$ cat config.mk
export PLATFORM = sky130hd
export DESIGN_NAME = mem_arbiter
export DESIGN_NICKNAME = d
export VERILOG_FILES = /design/src/rtl/mem_arbiter.sv
export SDC_FILE = /design/constraint.sdc
export NUM_CORES = 1
export LEC_CHECK = 0
export BUFFER_PORTS_ARGS = -buffer_cell sky130_fd_sc_hd__buf_2
export CELL_PAD_IN_SITES_DETAIL_PLACEMENT = 1
export CELL_PAD_IN_SITES_GLOBAL_PLACEMENT = 2
export CORE_ASPECT_RATIO = 0.6
export CORE_MARGIN = 2
export CORE_UTILIZATION = 32
export CTS_CLUSTER_SIZE = 25
export DETAILED_ROUTE_END_ITERATION = 8
export GPL_ROUTABILITY_DRIVEN = 0
export PLACE_DENSITY = 0.83
export SYNTH_ARGS = -nofsm -noshare
export SYNTH_HDL_FRONTEND = slang
export SYNTH_SLANG_ARGS = --single-unit
export TNS_END_PERCENT = 30
$ cat constraint.sdc
create_clock -name clk -period 3.26 [get_ports clk]
set_input_delay 0.163 -clock clk [delete_from_list [all_inputs] [get_ports clk]]
set_output_delay 0.163 -clock clk [all_outputs]
set_load 0.02 [all_outputs]
$ cat src/rtl/mem_arbiter.sv
// Off-chip memory port arbiter: icache/dcache miss sequencing (writeback, fill, response).
// Optional build macro MEM_ARB_DCACHE_PRIORITY_EN: dcache strictly wins simultaneous requests.
module mem_arbiter #(
  parameter int unsigned addr_width       = 16,
  parameter int unsigned line_offset_bits = 5,
  parameter int unsigned mem_latency      = 10
) (
  input  logic                  clk,
  input  logic                  reset,
  input  logic                  icache_req,
  input  logic [addr_width-1:0] icache_addr,
  input  logic                  dcache_req,
  input  logic [addr_width-1:0] dcache_addr,
  input  logic                  dcache_dirty,
  input  logic [addr_width-1:0] dcache_victim_addr,
  output logic                  mem_req,
  output logic                  mem_we,
  output logic [addr_width-1:0] mem_addr,
  output logic                  fill_valid,
  output logic                  icache_done,
  output logic                  dcache_done,
  output logic                  busy
);

  localparam int unsigned           cnt_w       = $clog2(mem_latency);
  localparam logic [cnt_w-1:0]      cnt_load    = cnt_w'(mem_latency - 1);
  localparam logic [addr_width-1:0] offset_mask = addr_width'((1 << line_offset_bits) - 1);

  localparam logic [1:0] st_idle = 2'd0;
  localparam logic [1:0] st_wb   = 2'd1;
  localparam logic [1:0] st_fill = 2'd2;
  localparam logic [1:0] st_resp = 2'd3;

  logic [1:0]            state, state_n;
  logic [cnt_w-1:0]      cnt, cnt_n;
  logic                  owner, owner_n;
  logic                  last_grant, last_grant_n;
  logic [addr_width-1:0] fill_addr, fill_addr_n;
  logic [addr_width-1:0] mem_addr_n;
  logic                  mem_we_n;
  logic                  pick_d;

  // Winner when the arbiter is idle: 1 selects dcache
  always_comb begin
    if (icache_req && dcache_req) begin
`ifdef MEM_ARB_DCACHE_PRIORITY_EN
      pick_d = 1'b1;
`else
      pick_d = ~last_grant;
`endif
    end else begin
      pick_d = dcache_req;
    end
  end

  // Next-state and next-command computation
  always_comb begin
    state_n      = state;
    cnt_n        = cnt;
    owner_n      = owner;
    last_grant_n = last_grant;
    fill_addr_n  = fill_addr;
    mem_addr_n   = mem_addr;
    mem_we_n     = mem_we;
    case (state)
      st_idle: begin
        if (icache_req || dcache_req) begin
          owner_n      = pick_d;
          last_grant_n = pick_d;
          cnt_n        = cnt_load;
          fill_addr_n  = (pick_d ? dcache_addr : icache_addr) & ~offset_mask;
          if (pick_d && dcache_dirty) begin
            state_n    = st_wb;
            mem_we_n   = 1'b1;
            mem_addr_n = dcache_victim_addr & ~offset_mask;
          end else begin
            state_n    = st_fill;
            mem_we_n   = 1'b0;
            mem_addr_n = fill_addr_n;
          end
        end
      end
      st_wb: begin
        if (cnt == '0) begin
          state_n    = st_fill;
          cnt_n      = cnt_load;
          mem_we_n   = 1'b0;
          mem_addr_n = fill_addr;
        end else begin
          cnt_n = cnt - cnt_w'(1);
        end
      end
      st_fill: begin
        if (cnt == '0) begin
          state_n = st_resp;
        end else begin
          cnt_n = cnt - cnt_w'(1);
        end
      end
      st_resp: state_n = st_idle;
      default: state_n = st_idle;
    endcase
  end

  // State and registered outputs; outputs are decoded from the next state
  always_ff @(posedge clk or negedge reset) begin
    if (!reset) begin
      state       <= st_idle;
      cnt         <= '0;
      owner       <= 1'b0;
      last_grant  <= 1'b0;
      fill_addr   <= '0;
      mem_addr    <= '0;
      mem_we      <= 1'b0;
      mem_req     <= 1'b0;
      fill_valid  <= 1'b0;
      icache_done <= 1'b0;
      dcache_done <= 1'b0;
      busy        <= 1'b0;
    end else begin
      state       <= state_n;
      cnt         <= cnt_n;
      owner       <= owner_n;
      last_grant  <= last_grant_n;
      fill_addr   <= fill_addr_n;
      mem_addr    <= mem_addr_n;
      mem_we      <= mem_we_n;
      mem_req     <= (state_n == st_wb) || (state_n == st_fill);
      fill_valid  <= (state_n == st_fill) && (cnt_n == '0);
      icache_done <= (state_n == st_resp) && !owner_n;
      dcache_done <= (state_n == st_resp) && owner_n;
      busy        <= (state_n != st_idle);
    end
  end

endmodule

==> metrics.cfg, run 1 <==
[timing]
fin_hold_ws_ns=-0.0328
post-route-min-period_ns=2.46
fmax_ghz=0.406
hold_violations=36
setup_viol=0
fin_ws_ns=0.798
fin_tns_setup_ns=0
rsz0062_at_grt=false
skew_ns=0.00507
tightestPinTransition_ns=0.826
period_share=0.755
maxSlewViolCount=0
slew-limit-headroom=0.450

[cells_and_area]
syn2layout_area_growth_pct=19.0
fillers=729
fin_area_sq_um=2520
drive_above_1_share=0.323
multi_input_comb_area_sq_um=1120
register_area_sq_um=901
stdcell_count=338
final_cell_mix=buf_2, dfrtp_1, nand2_1
antenna_cells=0
final_common_cell=buf_2
fin_nets=311

[critical_path]
cp_top_family=simple AND/OR/NAND/NOR gates
start_kind=flip-flop
critPathKind=reg2reg
critPathSlowestCell=or4_1
worstPathCellList=or4_1 > nand2_4 > nand2_2 > mux2_1
path_buf_inv=0
path_max_fanout=24
required_ns=3.43
max_stage_delay_ns=0.76
cp-end-kind=flip-flop
worst-endpoint-arrival_ns=2.63

[synthesis]
yosysUniqueCellTypes=46
ys_seq_elements=36
synth_area_per_cell_sq_um=10.5
synth_cells=203
yosysWarnings=0
synth_seq_area_share=0.425
synth_area_sq_um=2120

[clock_network]
ctsResizeCount=0
clock-root-buffer=clkbuf_8
clkTransAtPathRegs_ns=0.07
holdBufCountCts=0
htreeDepth=2
worstSkewPairLatency_ns=0.29
cts_setup_buffers=0
cts_inserted_buffers=5
tritoncts=built
cts_sinks=36
clockBufferDepth=2

[die]
initial_utilization=0.340
die-area_sq_um=7320
fp.coreArea_sq_um=6250
die_h_um=67.1
io_pins=75
die_x_um=109
rows=22

[flow_run]
max_cap_viol_count=0

[power]
swShare=0.424
p_seq_frac=0.349
irDropWorstVdd_uv=372
pwr-share-comb=0.511
power.density_nw_per_um2=935
p_clk_frac=0.140
p_sw_mw=1.00
p_int_mw=1.36
p_total_mw=2.36
p_leak_nw=1.18

[route]
avgViaCountPerCell=4.79
wl_per_cell_um=15.3
postRouteAntennaNets=0
dr.pass1.iters=4
vias=1620
routed_wl_um=5190
drc=0
drt_first_iter_violations=60

[place]
pre_cts_slack_ns=0.803
port_buffers=54
placed_cell_area_sq_um=2430
dp_hpwl_um=3840
dp_cells=330

[global_routing]
grt_pass1_vias=1704
track_usage=0.160
grt_max_degree=37
overflow=0
antenna_found_initial=0
grt_pass1_wl_um=8770

[run_status]
failed_checks=hold timing
status=finished with violations

[worst_hold_path]
hp-class=in2async

-- path summary, 6_finish.rpt --
path | endpoint | slack (ns) | startpoint | cells after the start
setup / recovery | mem_addr[5]$_DFFE_PN0P_ | 0.80 | state[1]$_DFF_PN0_ | 4
hold / removal | mem_addr[10]$_DFFE_PN0P_ | -0.03 | reset | 1
setup reg to reg | mem_addr[5]$_DFFE_PN0P_ | 0.80 | state[1]$_DFF_PN0_ | 4
hold reg to reg | fill_addr[10]$_DFFE_PN0P_ | 0.49 | fill_addr[10]$_DFFE_PN0P_ | 2
max in group asynchronous | cnt[2]$_DFF_PN0_ | 2.76 | reset | 1
min in group clk | last_grant$_DFFE_PN0P_ | 0.14 | icache_req | 2
-- kinds of logic (layout without fill, tap and decap cells) --
logic type	count (synthesis)	count (layout)	synth area share
flops	36	36	0.425
mux	44	44	0.236
compound gates	40	40	0.120
xor+xnor	1	1	0.00413
other cells	1	5	0.00177
fa+ha+maj	5	5	0.0295
simple gates	52	52	0.122
buf+inv	24	71	0.0613
-- power by group through the flow --
stage          sequential (mW)  combinational [mW]  clock [mW]
5_1_grt                  0.852                1.36       0.367
4_1_cts                  0.823                1.23       0.343
6_report                 0.824                1.21       0.331
3_3_place_gp             0.822                1.19           0
3_5_place_dp             0.829                1.22           0
2_1_floorplan            0.885               0.840           0
-- per-stage QoR --
step,hold slack [ns],util
2_1_floorplan,-0.133,-
3_3_place_gp,0.308,0.390
3_5_place_dp,0.319,0.390
4_1_cts,0.00730,0.404
5_1_grt,0.0465,0.404
6_report,-0.0328,0.404
-- synth_stat cells, drive strengths merged --
library cell	n	area share
a2111oi	1	0.0071
a211o	1	0.0041
a21boi	1	0.0035
a21oi	4	0.011
a22o	1	0.0041
a22oi	1	0.0035
a31oi	1	0.0029
a32o	1	0.0047
and2	3	0.0088
and2b	1	0.0035
and3	1	0.0029
buf	15	0.045
clkbuf	2	0.0035
conb	1	0.0018
dfrtp	36	0.42
ha	5	0.029
inv	7	0.012
mux2	22	0.13
mux2i	22	0.10
nand2	29	0.056
nand2b	2	0.0059
nand3	4	0.0094
nand3b	1	0.0035
nand4b	1	0.0041
nor2	5	0.010
nor2b	1	0.0029
nor3	1	0.0024
nor3b	1	0.0059
nor4	1	0.0029
o2111ai	1	0.0041
o211ai	2	0.0094
o21ai	24	0.057
o2bb2ai	1	0.0041
o32a	1	0.0047
or4	1	0.0035
xnor2	1	0.0041
-- state kept, by name, indices dropped and copies added, names as in the netlist --
name         flops
dcache_done      1
icache_done      1
fill_addr       11
fill_valid       1
last_grant       1
cnt              4
busy             1
mem_we           1
owner            1
mem_addr        11
state            2
mem_req          1
-- final cells by class --
type                    count  area share
multi-input cells         147       0.443
inverters                   7      0.0104
clock buffers               8      0.0357
repair buffers             56       0.113
flip-flops and latches     36       0.357
well taps                  84      0.0416
-- layer usage --
| metal | vias to the layer above | wire length, um | GRT usage |
|---|---|---|---|
| met5 | - | 0 | 0 |
| met4 | 0 | 68 | 0.0529 |
| met3 | 5 | 242 | 0.0303 |
| met2 | 39 | 2090 | 0.234 |
| met1 | 768 | 2790 | 0.233 |
| li1 | 808 | - | - |
Note: power is estimated with default switching activity, not from simulation.
==> run 2: changes to the inputs <==
CORE_UTILIZATION = 30   (was 32)
PLACE_DENSITY = 0.79   (was 0.83)
clock period = 2.4 ns   (was 3.26 ns; I/O delays follow)
==> run 2 against run 1 <==
  * The run now ends clean
  * Critical path type unchanged
  * Routed wire length rose by 4.7%
  * Largest power group unchanged
  * First-iteration DRC count fell by 42%
  * Clock skew fell by 0.0023 ns
==> metrics.cfg, run 2 (synthesis gave the netlist of run 1 again) <==
[place]
port_buffers=54  ; unchanged
dp_cells=338  ; +2.4%
dp_hpwl_um=3940  ; +2.6%
pre_cts_slack_ns=0.211  ; -0.593 ns

[route]
routed_wl_um=5430  ; +4.7%
avgViaCountPerCell=4.84  ; +0.95%
vias=1679  ; +3.6%
postRouteAntennaNets=0  ; unchanged
drc=0  ; unchanged
drt_first_iter_violations=35  ; -42%
wl_per_cell_um=15.7  ; +2.0%
dr.pass1.iters=4  ; unchanged

[clock_network]
cts_setup_buffers=0  ; unchanged
clock-root-buffer=clkbuf_16
htreeDepth=2  ; unchanged
worstSkewPairLatency_ns=0.28  ; about the same
clockBufferDepth=2  ; unchanged
cts_sinks=36  ; unchanged
cts_inserted_buffers=5  ; unchanged
tritoncts=built
clkTransAtPathRegs_ns=0.05  ; -0.02 ns

[timing]
hold_violations=0  ; -100%
period_share=0.912  ; +0.157
skew_ns=0.00278  ; -0.00228 ns
fmax_ghz=0.457  ; +12%
fin_ws_ns=0.211  ; -0.587 ns
setup_viol=0  ; unchanged
post-route-min-period_ns=2.19  ; -0.273 ns
tightestPinTransition_ns=0.860  ; +0.0339 ns
rsz0062_at_grt=false
slew-limit-headroom=0.427  ; -0.0226
fin_tns_setup_ns=0  ; unchanged
maxSlewViolCount=0  ; unchanged

[cells_and_area]
reg.largest.list=fill_addr: 11 flops, mem_addr: 11 flops, cnt: 4 flops
syn2layout_area_growth_pct=24.4
antenna_cells=0  ; unchanged
stdcell_count=347  ; +2.7%
final_common_cell=buf_2
fin_nets=317  ; +1.9%
drive_above_1_share=0.335  ; +0.0118
final_cell_mix=buf_2, dfrtp_1, nand2_1

[critical_path]
path_buf_inv=2  ; +2
cp-end-kind=flip-flop
start_kind=flip-flop
cp_top_family=compound AO/OA/AOI/OAI gates
worstReg2RegEnd=fill_valid$_DFF_PN0_
worstPathCellList=inv_1 > ha_1 > nor3b_4 > inv_1 > ha_1 > o2bb2ai_1 > o21ai_1 > a2111oi_2
r2r_start=cnt[1]$_DFF_PN0_
required_ns=2.57  ; -0.86 ns
critPathKind=reg2reg
worst-endpoint-arrival_ns=2.36  ; -0.27 ns
path_max_fanout=5  ; -79%
r2r_slack_ns=0.21  ; -0.59 ns
critPathSlowestCell=dfrtp_1
max_stage_delay_ns=0.40  ; -0.36 ns
rr_worst_depth=8  ; +4

[power]
power.density_nw_per_um2=1320  ; +42%
irDropWorstVdd_uv=400  ; +7.4%
p_leak_nw=1.24  ; +4.7%

[die]
die-area_sq_um=7780  ; +6.3%
die_x_um=113  ; +3.2%
initial_utilization=0.314  ; -0.0258
die_h_um=69.1  ; +3.1%
fp.coreArea_sq_um=6760  ; +8.2%
io_pins=75  ; unchanged
rows=23  ; +4.5%

[global_routing]
grt_max_degree=37  ; unchanged
track_usage=0.151  ; -0.00908
grt_pass1_wl_um=9270  ; +5.7%
overflow=0  ; unchanged
grt_pass1_vias=1832  ; +7.5%
antenna_found_initial=0  ; unchanged

[worst_hold_path]
whs_endpoint=last_grant$_DFFE_PN0P_
whs_path_depth=2
hp-class=in2reg
holdCritStartpoint=icache_req

[flow_run]
max_cap_viol_count=0  ; unchanged

[run_status]
status=finished, final reports clean

==> run 2: cell types whose count changed in the layout (fill, tap and decap cells not counted), sizes merged <==
cell	delta
buf	+5
dlygate4sd3	+1
==> run 2: repair_timing <==
| action | 4_1_cts | 5_1_grt |
|---|---|---|
| endpoints found under the setup margin | 0 | 1 |
| hold endpoints to repair | 36 | 0 |
| gates resized for setup | 0 | 1 |
| hold buffers | 1 | 0 |
==> run 2: area by class of cell <==
cell class,count,area (sq um)
repair buffers,62,333
fillers,773,4120
inverters,7,26.3
flip-flops and latches,36,901
clock buffers,8,146
well taps,87,109
multi-input cells,147,1120
==> run 2: power breakdown <==
part / switching (mW) / internal (mW)
clock: 0.245 / 0.414
sequential: 0.173 / 0.904
combinational: 1.00 / 0.758
==> run 2: through the flow <==
stage	instance area, sq um	util	hold slack [ns]	power, mW
2_1_floorplan	2140	-	-0.176	2.34
3_3_place_gp	2480	0.366	0.260	2.79
3_5_place_dp	2480	0.366	0.278	2.83
4_1_cts	2630	0.389	0.0941	3.53
5_1_grt	2640	0.390	0.131	3.77
6_report	2640	0.390	0.103	3.49
==> run 2: worst max-delay path by stage <==
stage | startpoint | endpoint | slack [ns] | cells after the start
floorplan | cnt[1]$_DFF_PN0_ | fill_valid$_DFF_PN0_ | 0.42 | 8
global placement | cnt[1]$_DFF_PN0_ | fill_valid$_DFF_PN0_ | 0.23 | 8
detailed placement | cnt[1]$_DFF_PN0_ | fill_valid$_DFF_PN0_ | 0.21 | 8
CTS | cnt[1]$_DFF_PN0_ | fill_valid$_DFF_PN0_ | 0.16 | 8
global route | cnt[1]$_DFF_PN0_ | fill_valid$_DFF_PN0_ | 0.03 | 8
finish | cnt[1]$_DFF_PN0_ | fill_valid$_DFF_PN0_ | 0.21 | 8
==> run 2: layer usage <==
metal | GRT usage | routed length [um]
met1 | 0.213 | 2770
met2 | 0.230 | 2390
met3 | 0.0325 | 200
met4 | 0.0488 | 80
met5 | 0 | 0
